--- config.mk ---
export PLATFORM = sky130hd
export DESIGN_NAME = motor_drive
export DESIGN_NICKNAME = d
export VERILOG_FILES = /design/src/rtl/motor_drive.sv
export SDC_FILE = /design/constraint.sdc
export NUM_CORES = 1
export LEC_CHECK = 0
export ABC_CLOCK_PERIOD_IN_PS = 3810
export BUFFER_PORTS_ARGS = -buffer_cell sky130_fd_sc_hd__buf_4
export CORE_MARGIN = 2
export CORE_UTILIZATION = 55
export CTS_BUF_LIST = sky130_fd_sc_hd__clkbuf_8
export CTS_CLUSTER_DIAMETER = 30
export DETAILED_ROUTE_END_ITERATION = 10
export PLACE_DENSITY_LB_ADDON = 0.25
export SYNTH_ARGS = -nofsm -noshare
export SYNTH_HDL_FRONTEND = slang
export SYNTH_SLANG_ARGS = --single-unit
--- constraint.sdc ---
create_clock -name clk -period 3.81 [get_ports clk]
set_input_delay 0.762 -clock clk [delete_from_list [all_inputs] [get_ports clk]]
set_output_delay 0.762 -clock clk [all_outputs]
set_load 0.005 [all_outputs]
--- src/rtl/motor_drive.sv ---
// Dual-channel H-bridge motor driver.
// Two independent OFF/RUN/DEAD channel FSMs share one free-running PWM
// counter and a period-synchronous duty register. A direction reversal
// always passes through DEAD, which holds both bridge legs off for exactly
// DEAD_CYCLES cycles. A stop command turns the bridge off with no dead time.
// All outputs are registered, so each is a pure function of the current state.
module motor_drive #(
   parameter int unsigned DEAD_CYCLES = 1000,  // legal range 1..65535
   parameter int unsigned PWM_W       = 8
) (
   input  logic             clk,
   input  logic             reset,
   input  logic [3:0]       motorIn,
   input  logic [1:0]       motorEn,
   input  logic [PWM_W-1:0] duty,
   output logic [3:0]       hb_in,
   output logic [1:0]       hb_en,
   output logic [1:0]       dead
);

   typedef enum logic [1:0] {
      ST_OFF  = 2'b00,
      ST_RUN  = 2'b01,
      ST_DEAD = 2'b10
   } state_t;

   // Complete state of one bridge channel.
   typedef struct packed {
      state_t      st;
      logic [1:0]  dir;   // latched direction, only meaningful in RUN
      logic [15:0] dcnt;  // dead-time cycles remaining after this one
   } ch_t;

   localparam logic [1:0]       DIR_A     = 2'b10;
   localparam logic [1:0]       DIR_B     = 2'b01;
   localparam logic [1:0]       DIR_NONE  = 2'b00;
   localparam logic [15:0]      DEAD_LOAD = 16'(DEAD_CYCLES - 32'd1);
   localparam logic [PWM_W-1:0] CNT_MAX   = {PWM_W{1'b1}};
   localparam logic [PWM_W-1:0] CNT_ONE   = PWM_W'(1);
   localparam ch_t              CH_RESET  = '{st: ST_OFF, dir: DIR_NONE, dcnt: 16'd0};

   // A pair is a drive command only when enabled and exactly one leg is requested.
   function automatic logic cmd_valid(input logic en, input logic [1:0] pair);
      return en && ((pair == DIR_A) || (pair == DIR_B));
   endfunction

   // Bridge leg drive for a channel; anything but a clean direction is forced off,
   // so 2'b11 can never reach the bridge.
   function automatic logic [1:0] leg_drive(input ch_t ch);
      logic [1:0] pair;
      if ((ch.st == ST_RUN) && ((ch.dir == DIR_A) || (ch.dir == DIR_B))) begin
         pair = ch.dir;
      end else begin
         pair = DIR_NONE;
      end
      return pair;
   endfunction

   // One channel's next state from its current state and this cycle's command.
   function automatic ch_t ch_next(input ch_t cur, input logic valid, input logic [1:0] cmd);
      ch_t nxt;
      nxt = cur;
      case (cur.st)
         ST_OFF: begin
            if (valid) begin
               nxt.st  = ST_RUN;
               nxt.dir = cmd;
            end else begin
               nxt.dir = DIR_NONE;
            end
         end
         ST_RUN: begin
            if (!valid) begin
               // Stop needs no dead time: the bridge simply goes off.
               nxt.st  = ST_OFF;
               nxt.dir = DIR_NONE;
            end else if (cmd != cur.dir) begin
               // Reversal: both legs off for the whole dead interval first.
               nxt.st   = ST_DEAD;
               nxt.dir  = DIR_NONE;
               nxt.dcnt = DEAD_LOAD;
            end else begin
               nxt.st = ST_RUN;
            end
         end
         ST_DEAD: begin
            // Inputs are ignored until the interval has fully elapsed.
            if (cur.dcnt == 16'd0) begin
               if (valid) begin
                  nxt.st  = ST_RUN;
                  nxt.dir = cmd;
               end else begin
                  nxt.st  = ST_OFF;
                  nxt.dir = DIR_NONE;
               end
            end else begin
               nxt.dcnt = cur.dcnt - 16'd1;
            end
         end
         default: begin
            nxt = CH_RESET;
         end
      endcase
      return nxt;
   endfunction

   logic [PWM_W-1:0] pwm_cnt_r;
   logic [PWM_W-1:0] duty_q_r;
   logic [PWM_W-1:0] pwm_cnt_nxt_s;
   logic [PWM_W-1:0] duty_q_nxt_s;
   logic             pwm_on_nxt_s;

   ch_t              ch0_r;
   ch_t              ch1_r;
   ch_t              ch0_nxt_s;
   ch_t              ch1_nxt_s;

   logic [3:0]       hb_in_r;
   logic [1:0]       hb_en_r;
   logic [1:0]       dead_r;
   logic [3:0]       hb_in_nxt_s;
   logic [1:0]       hb_en_nxt_s;
   logic [1:0]       dead_nxt_s;

   // PWM next values; duty is only taken at the period boundary so a period is never cut short.
   always_comb begin
      pwm_cnt_nxt_s = pwm_cnt_r + CNT_ONE;
      if (pwm_cnt_r == CNT_MAX) begin
         duty_q_nxt_s = duty;
      end else begin
         duty_q_nxt_s = duty_q_r;
      end
      // Evaluated on next-cycle values so the registered enable lines up with the counter.
      pwm_on_nxt_s = (pwm_cnt_nxt_s < duty_q_nxt_s);
   end

   // Channel FSM next states and the output values they imply.
   always_comb begin
      ch0_nxt_s = ch_next(ch0_r, cmd_valid(motorEn[0], motorIn[1:0]), motorIn[1:0]);
      ch1_nxt_s = ch_next(ch1_r, cmd_valid(motorEn[1], motorIn[3:2]), motorIn[3:2]);

      hb_in_nxt_s = {leg_drive(ch1_nxt_s), leg_drive(ch0_nxt_s)};
      hb_en_nxt_s = {(ch1_nxt_s.st == ST_RUN) && pwm_on_nxt_s,
                     (ch0_nxt_s.st == ST_RUN) && pwm_on_nxt_s};
      dead_nxt_s  = {(ch1_nxt_s.st == ST_DEAD), (ch0_nxt_s.st == ST_DEAD)};
   end

   // State and output registers; reset aborts any RUN or DEAD interval at once.
   always_ff @(posedge clk) begin
      if (reset) begin
         pwm_cnt_r <= {PWM_W{1'b0}};
         duty_q_r  <= {PWM_W{1'b0}};
         ch0_r     <= CH_RESET;
         ch1_r     <= CH_RESET;
         hb_in_r   <= 4'b0000;
         hb_en_r   <= 2'b00;
         dead_r    <= 2'b00;
      end else begin
         pwm_cnt_r <= pwm_cnt_nxt_s;
         duty_q_r  <= duty_q_nxt_s;
         ch0_r     <= ch0_nxt_s;
         ch1_r     <= ch1_nxt_s;
         hb_in_r   <= hb_in_nxt_s;
         hb_en_r   <= hb_en_nxt_s;
         dead_r    <= dead_nxt_s;
      end
   end

   assign hb_in = hb_in_r;
   assign hb_en = hb_en_r;
   assign dead  = dead_r;

endmodule

==> run metrics, run 1 <==
run status=finished clean; PostCTS Resize Cnt=0; final hold vios=0; H-tree levels=3; total gr overflow=0; post-synthesis simple-gate area fraction=0.256; Final Non-Filler Cells=around 540; number of I/O pins=24; internal power=1.09 mW; FMAX=approximately 350 MHz; Die Span Y=86.7 um; Slew Viols, Final=0; combinational share of power=0.137; pwr/cell area=approximately 360 nW/um^2; yosys warns=0; filler instances=589; fin crit period=between 2 and 3 ns; syn_area_per_cell=~8.6 um^2; drt via density=~6.4; Post-CTS Hold Buffers=0; FF-to-FF Start=ch0_r[0]; die area=roughly 7500 um^2; ant diodes=0; Seq/Total Area, Yosys=0.341; relative slew slack=0.501; clk slew on worst S/H paths=0.07 ns; total track usage=0.241; setup slack, reg-to-reg=approximately 0.94 ns; Avg WL per Cell=~16 um; TritonCTS Buffers=9; largest family of logic cells by synthesized area=simple AND/OR/NAND/NOR gates; Nets=488; Netlist cell types=62; Switching Share=0.265; total number of placement rows=30; Worst Reg2Reg Path Length in Cells=7; compound-cell area share of the yosys netlist=0.234; First-pass DRT Iterations=5; Worst Path Arrival=approximately 3.1 ns; Net Sw Power=0.395 mW; number of flops mapped to enable cells by yosys=0; Final Skew=0.00545 ns; worst vdd ir=0.000221 V; Post-CTS Setup Repair Bufs=0; buffers added on ports=23; Mapped Cells=roughly 440; first-pass GRT wire length=14,800 um; Tcrit/Tclk final=0.753; post-synthesis mux area share=0.0240; DP Worst Slack=around 1.0 ns; post-DP HPWL=between 5000 and 6000 um; root buffer cell=clkbuf_8; Async S/R FF share, synth=0; Post-Route WL=approximately 8600 um; setup ws final=approximately 0.94 ns; Vias=3,449; Mapped Area=around 3800 um^2; Flop pwr share=0.466; MaxCap Viol Count=0; Setup TNS Final=0 ns; Primary FF master, synth=dfxtp_1; # DRC=0; Core Region=between 6000 and 7000 um^2; Hold Path Sink=ch1_r[13]; post-layout util=0.619; setup violators final=0; hold path start=ch1_r[13]; CP endpoint kind=flip-flop; RSZ-0062 raised after global routing=false; Register Area=around 1300 um^2; ANT nets after route=0; CTS tree=yes; Seq cells post-synth=64; RR Endpoint=hb_in[0]; 1st-iter DRT viols=roughly 190; Hold Crit Class=reg2reg; placed instance count=about 520; Lkg Pwr=roughly 1.6 nW; number of global-route vias before repair=3,300; Setup CP Type=reg2reg; Worst-Skew Late Latency=0.33 ns; Adder-Cell Fraction of Synth Area=0.0632; Worst Setup Start Kind=flip-flop; Final Power=~1.5 mW; area grow syn2layout=10.6%; number of clock sinks=64; CTS max path bufs=2; Clock power frac=0.397; initial core utilization=0.560; crit-path max FO=10; layout cells sized above 1=0.116; GP Congestion=0.898; Die W=roughly 87 um; initial antenna violation count=0; xor/xnor cell area share of the yosys netlist=0.0256; hold depth=1; Req. time, crit path=about 4.1 ns; Least-Margin Pin Slew=between 0.7 and 0.8 ns; Multi-input gate area=around 2300 um^2; Syn Nets=474; largest net degree at the start of global routing=37
[placed cells by master, fill, tap and decap left out, types with 3 or more instances in the layout]
master and instances:
o211ai_1 13, nor2_1 27, xor2_1 7, nor3_1 17, and2_1 10, nor2b_1 9
a22oi_1 3, nor4b_1 5, dfxtp_1 64, or3_1 8, buf_4 28, or4_4 3
nand2b_1 6, o21ai_0 9, o22ai_1 3, xnor2_1 4, a41oi_1 3, nand2_1 17
clkbuf_8 11, mux2i_1 9, nor4bb_1 4, a211oi_1 4, o31ai_1 10, a21oi_1 17
nor4_1 12, o41ai_1 4, inv_1 26, or4_1 3, a21o_1 3, nor3b_1 4
and3_1 5, a31oi_1 16, o311ai_0 15, nand4_1 11, o21a_1 3, nand3_1 15
ha_1 19
[cell usage after synthesis, drive strengths merged (4+ instances only)]
cell | number | area, um^2
nor4bb | 4 | 40.0
and2 | 10 | 62.6
nand3 | 15 | 75.1
nor3 | 18 | 101
nor4b | 5 | 43.8
clkbuf | 17 | 65.1
and3 | 5 | 31.3
dfxtp | 64 | 1280
a31oi | 16 | 100
nand2 | 18 | 70.1
nor3b | 4 | 30.0
o31ai | 10 | 75.1
nor4 | 13 | 87.6
buf | 8 | 52.6
mux2i | 9 | 90.1
nor2b | 9 | 56.3
a211oi | 4 | 30.0
nor2 | 27 | 101
o311ai | 15 | 131
nand4 | 11 | 68.8
xor2 | 7 | 61.3
o21ai | 10 | 50.0
ha | 19 | 238
o211ai | 13 | 97.6
a21oi | 17 | 85.1
o41ai | 5 | 62.6
or3 | 8 | 50.1
or4 | 6 | 56.3
inv | 26 | 97.6
xnor2 | 4 | 35.0
nand2b | 6 | 37.5
[power by group through the flow]
stage	clock [mW]	sequential (mW)	combinational, mW
global placement	0	0.707	0.194
floorplan	0	0.705	0.145
CTS	0.607	0.692	0.201
global route	0.639	0.694	0.228
detailed placement	0	0.708	0.199
finish	0.591	0.693	0.204
[kinds of logic after synthesis]
group	after synthesis
simple gates	165
fa+ha+maj	19
mux	9
buf+inv	51
xor+xnor	11
flops	64
compound gates	120
[critical path, cell delays in order, from the launching register on]
cell and delay [ns]:
dfxtp_1 0.31, inv_1 0.08, ha_1 0.22, nor4b_1 0.55
nor2b_1 0.61, a31oi_1 0.24, a221oi_1 0.48, nor4b_1 0.28
[sequential cells by signal (all words and copies together) (netlist names)]
register,cells
ch0_r,20
ch1_r,20
dead,2
duty_q_r,8
hb_en,2
hb_in,4
pwm_cnt_r,8
[worst max path at each step]
stage                 startpoint       end  slack [ns]  cells past startpoint
finish                  ch0_r[0]  hb_in[0]        0.94                      7
global route            ch0_r[0]  hb_in[0]        0.44                      7
CTS                     ch0_r[0]  hb_in[0]        0.96                      7
detailed placement      ch0_r[0]  hb_in[0]         1.0                      7
global placement    pwm_cnt_r[0]  hb_en[0]        1.20                     11
floorplan           pwm_cnt_r[0]  hb_en[1]        1.22                     11
[final cells by class]
cell class                      count  area share
Clock buffer                       11      0.0364
Clock inverter                      5      0.0132
Tap cell                           80      0.0241
Sequential cell                    64       0.308
Timing Repair Buffer               28      0.0505
Inverter                           26      0.0235
Multi-Input combinational cell    324       0.544
[stage by stage]
step | instance area (um^2) | hold WS, ns
after floorplan | 3760 | 0.450
after detailed placement | 3950 | 0.471
after global routing | 4160 | 0.511
final | 4160 | 0.491
after global placement | 3950 | 0.467
after CTS | 4160 | 0.487
[per-layer routing]
metal / up-vias / global-route usage / routed length, um
met5: - / 0 / 0
met4: 0 / 0.0952 / 60
met3: 6 / 0.0533 / 372
met2: 88 / 0.401 / 4150
met1: 1634 / 0.303 / 3990
li1: 1721 / - / -
Power figures use the tool's default switching activity.
==> run 2, diff against run 1 <==
--- a/config.mk
+++ b/config.mk
@@ -5,7 +5,7 @@
 export SDC_FILE = /design/constraint.sdc
 export NUM_CORES = 1
 export LEC_CHECK = 0
-export ABC_CLOCK_PERIOD_IN_PS = 3810
+export ABC_CLOCK_PERIOD_IN_PS = 2750
 export BUFFER_PORTS_ARGS = -buffer_cell sky130_fd_sc_hd__buf_4
 export CORE_MARGIN = 2
 export CORE_UTILIZATION = 55
==> constraint.sdc (replaced) <==
create_clock -name clk -period 2.75 [get_ports clk]
set_input_delay 0.55 -clock clk [delete_from_list [all_inputs] [get_ports clk]]
set_output_delay 0.55 -clock clk [all_outputs]
set_load 0.005 [all_outputs]
==> run 2 against run 1 <==
Fmax increased by 15%. Clock power increased by 39%. Clock-buffer cell count stayed put. Combinational power up 47%. Global-route usage increased by 0.82 points. Cell count increased by 2.2%. Via count grew 1.8%. First-iteration DRC count is 11% lower. Clock skew is 0.0055 ns higher. Register-to-register slack got worse by 0.69 ns. Core utilization is 1.2 points higher. Die area unchanged. Highest routed layer unchanged.
==> run metrics, run 2 (synthesis results as in run 1) <==
run status=finished clean; root buffer cell=clkbuf_8; setup violators final=0 (unchanged); setup slack, reg-to-reg=0.25 ns (-0.69 ns); commonest non-fill, non-tap cells in the layout=dfxtp_1 (63), buf_4 (40), inv_1 (28); Die W=86.7 um (unchanged); Post-CTS Hold Buffers=0 (unchanged); first-pass GRT wire length=15,300 um (+3.5%); fin crit period=2.50 ns (-0.372 ns); MaxCap Viol Count=0 (unchanged); area grow syn2layout=12.8%; Final Skew=0.0110 ns (+0.00554 ns); FMAX=401 MHz (+15%); Req. time, crit path=3.01 ns (-1.04 ns); placed instance count=530 (+1.5%); die area=7510 um^2 (unchanged); Cell Chain, Critical Path=ha_1, nand3_1, nor3_1, buf_4, mux2i_1, ha_1, a21o_1, a21o_1, a21oi_1, o211ai_1, nor3_1; Final Power=2.08 mW (+40%); worst vdd ir=0.000330 V (+49%); Slew Viols, Final=0 (unchanged); Post-Route WL=8880 um (+3.5%); buffers added on ports=23 (unchanged); Avg WL per Cell=16.1 um (+1.3%); drt via density=6.39 (-0.40%); Core Region=6720 um^2 (unchanged); 1st-iter DRT viols=165 (-11%); First-pass DRT Iterations=5 (unchanged); number of I/O pins=24 (unchanged); number of global-route vias before repair=3,430 (+3.9%); Final Non-Filler Cells=550 (+2.2%); number of clock sinks=64 (unchanged); ANT nets after route=0 (unchanged); Nets=500 (+2.5%); DR WL met3=333 um (-10%); layout cells sized above 1=0.136 (+0.0204); Setup TNS Final=0 ns (unchanged); H-tree levels=3 (unchanged); total gr overflow=0 (unchanged); pwr/cell area=490 nW/um^2 (+37%); Die Span Y=86.7 um (unchanged); leading cell type in the layout, fill and taps excluded=dfxtp_1; # DRC=0 (unchanged); Setup CP Type=reg2reg; Vias=3,512 (+1.8%); ant diodes=0 (unchanged); clk slew on worst S/H paths=0.07 ns (about the same); initial core utilization=0.560 (unchanged); crit-path max FO=6 (-4); Hold Crit Class=reg2reg; Top Layer Used=met4; TritonCTS Buffers=9 (unchanged); met2 WL=4290 um (+3.3%); WHS=0.475 ns (-0.0161 ns); CTS max path bufs=2 (unchanged); largest net degree at the start of global routing=35 (-5.4%); final hold vios=0 (unchanged); Met1 Wirelength=4130 um (+3.5%); biggest regs=ch0_r (20), ch1_r (20); Worst-Skew Late Latency=0.35 ns (+0.02 ns); GP Congestion=0.876 (-2.4%); Worst Setup Start Kind=flip-flop; relative slew slack=0.544 (+0.0426); Crit path max-delay family=compound AO/OA/AOI/OAI gates; critical path's slowest cell=dfxtp_2; CTS tree=yes; Lkg Pwr=1.66 nW (+4.5%); crit-path max cell delay=0.37 ns (-0.24 ns); post-layout util=0.631 (+0.0125); Crit path buffers/inverters=1 (unchanged); total number of placement rows=30 (unchanged); CP endpoint kind=flip-flop; initial antenna violation count=0 (unchanged); Tcrit/Tclk final=0.908 (+0.155); total track usage=0.249 (+0.00821); Worst Path Arrival=2.76 ns (-0.34 ns); Least-Margin Pin Slew=0.678 ns (-0.0647 ns); post-DP HPWL=6090 um (+2.2%)
-- run 2: changes by cell type in the layout (fill, tap and decap cells not counted), sizes merged --
cell      before  now
buf           28   40
clkinvlp       2    0
inv           26   28
-- run 2: timing repair --
item                                    CTS  global route
endpoints found under the setup margin    0             2
hold endpoints to repair                  0             0
setup buffers                             0             4
resized for setup                         0             1
-- run 2: area by class of cell --
class | count | area [um^2]
sequential | 64 | 1280
clock inverter | 5 | 47.5
multi-input combinational | 324 | 2260
timing repair buffer | 40 | 300
clock buffer | 11 | 151
fill | 563 | 2480
inverter | 26 | 97.6
tap | 80 | 100
-- run 2: path summary, 6_finish.rpt --
kind                startpoint            to  cells after the start
hold / removal    pwm_cnt_r[0]  pwm_cnt_r[0]                      1
setup / recovery  pwm_cnt_r[0]      hb_en[0]                     11
setup reg to reg  pwm_cnt_r[0]      hb_en[0]                     11
hold reg to reg   pwm_cnt_r[0]  pwm_cnt_r[0]                      1
-- run 2: report_power, final --
| group | total, mW | switching [mW] | internal, mW |
|---|---|---|---|
| sequential | 0.959 | 0.0148 | 0.944 |
| clock | 0.821 | 0.362 | 0.459 |
| combinational | 0.300 | 0.182 | 0.118 |
-- run 2: routing by layer --
metal	vias up	global-route usage
met1	1671	0.314
met3	13	0.0514
li1	1745	-
met2	83	0.420
met5	-	0
met4	0	0.0909
-- run 2: metrics by stage --
| stage | area (um^2) | worst slack, ns |
|---|---|---|
| after floorplan | 3760 | 0.164 |
| after global placement | 4010 | 0.315 |
| final | 4240 | 0.254 |
| after global routing | 4240 | -0.0207 |
| after CTS | 4210 | 0.126 |
| after detailed placement | 4010 | 0.155 |
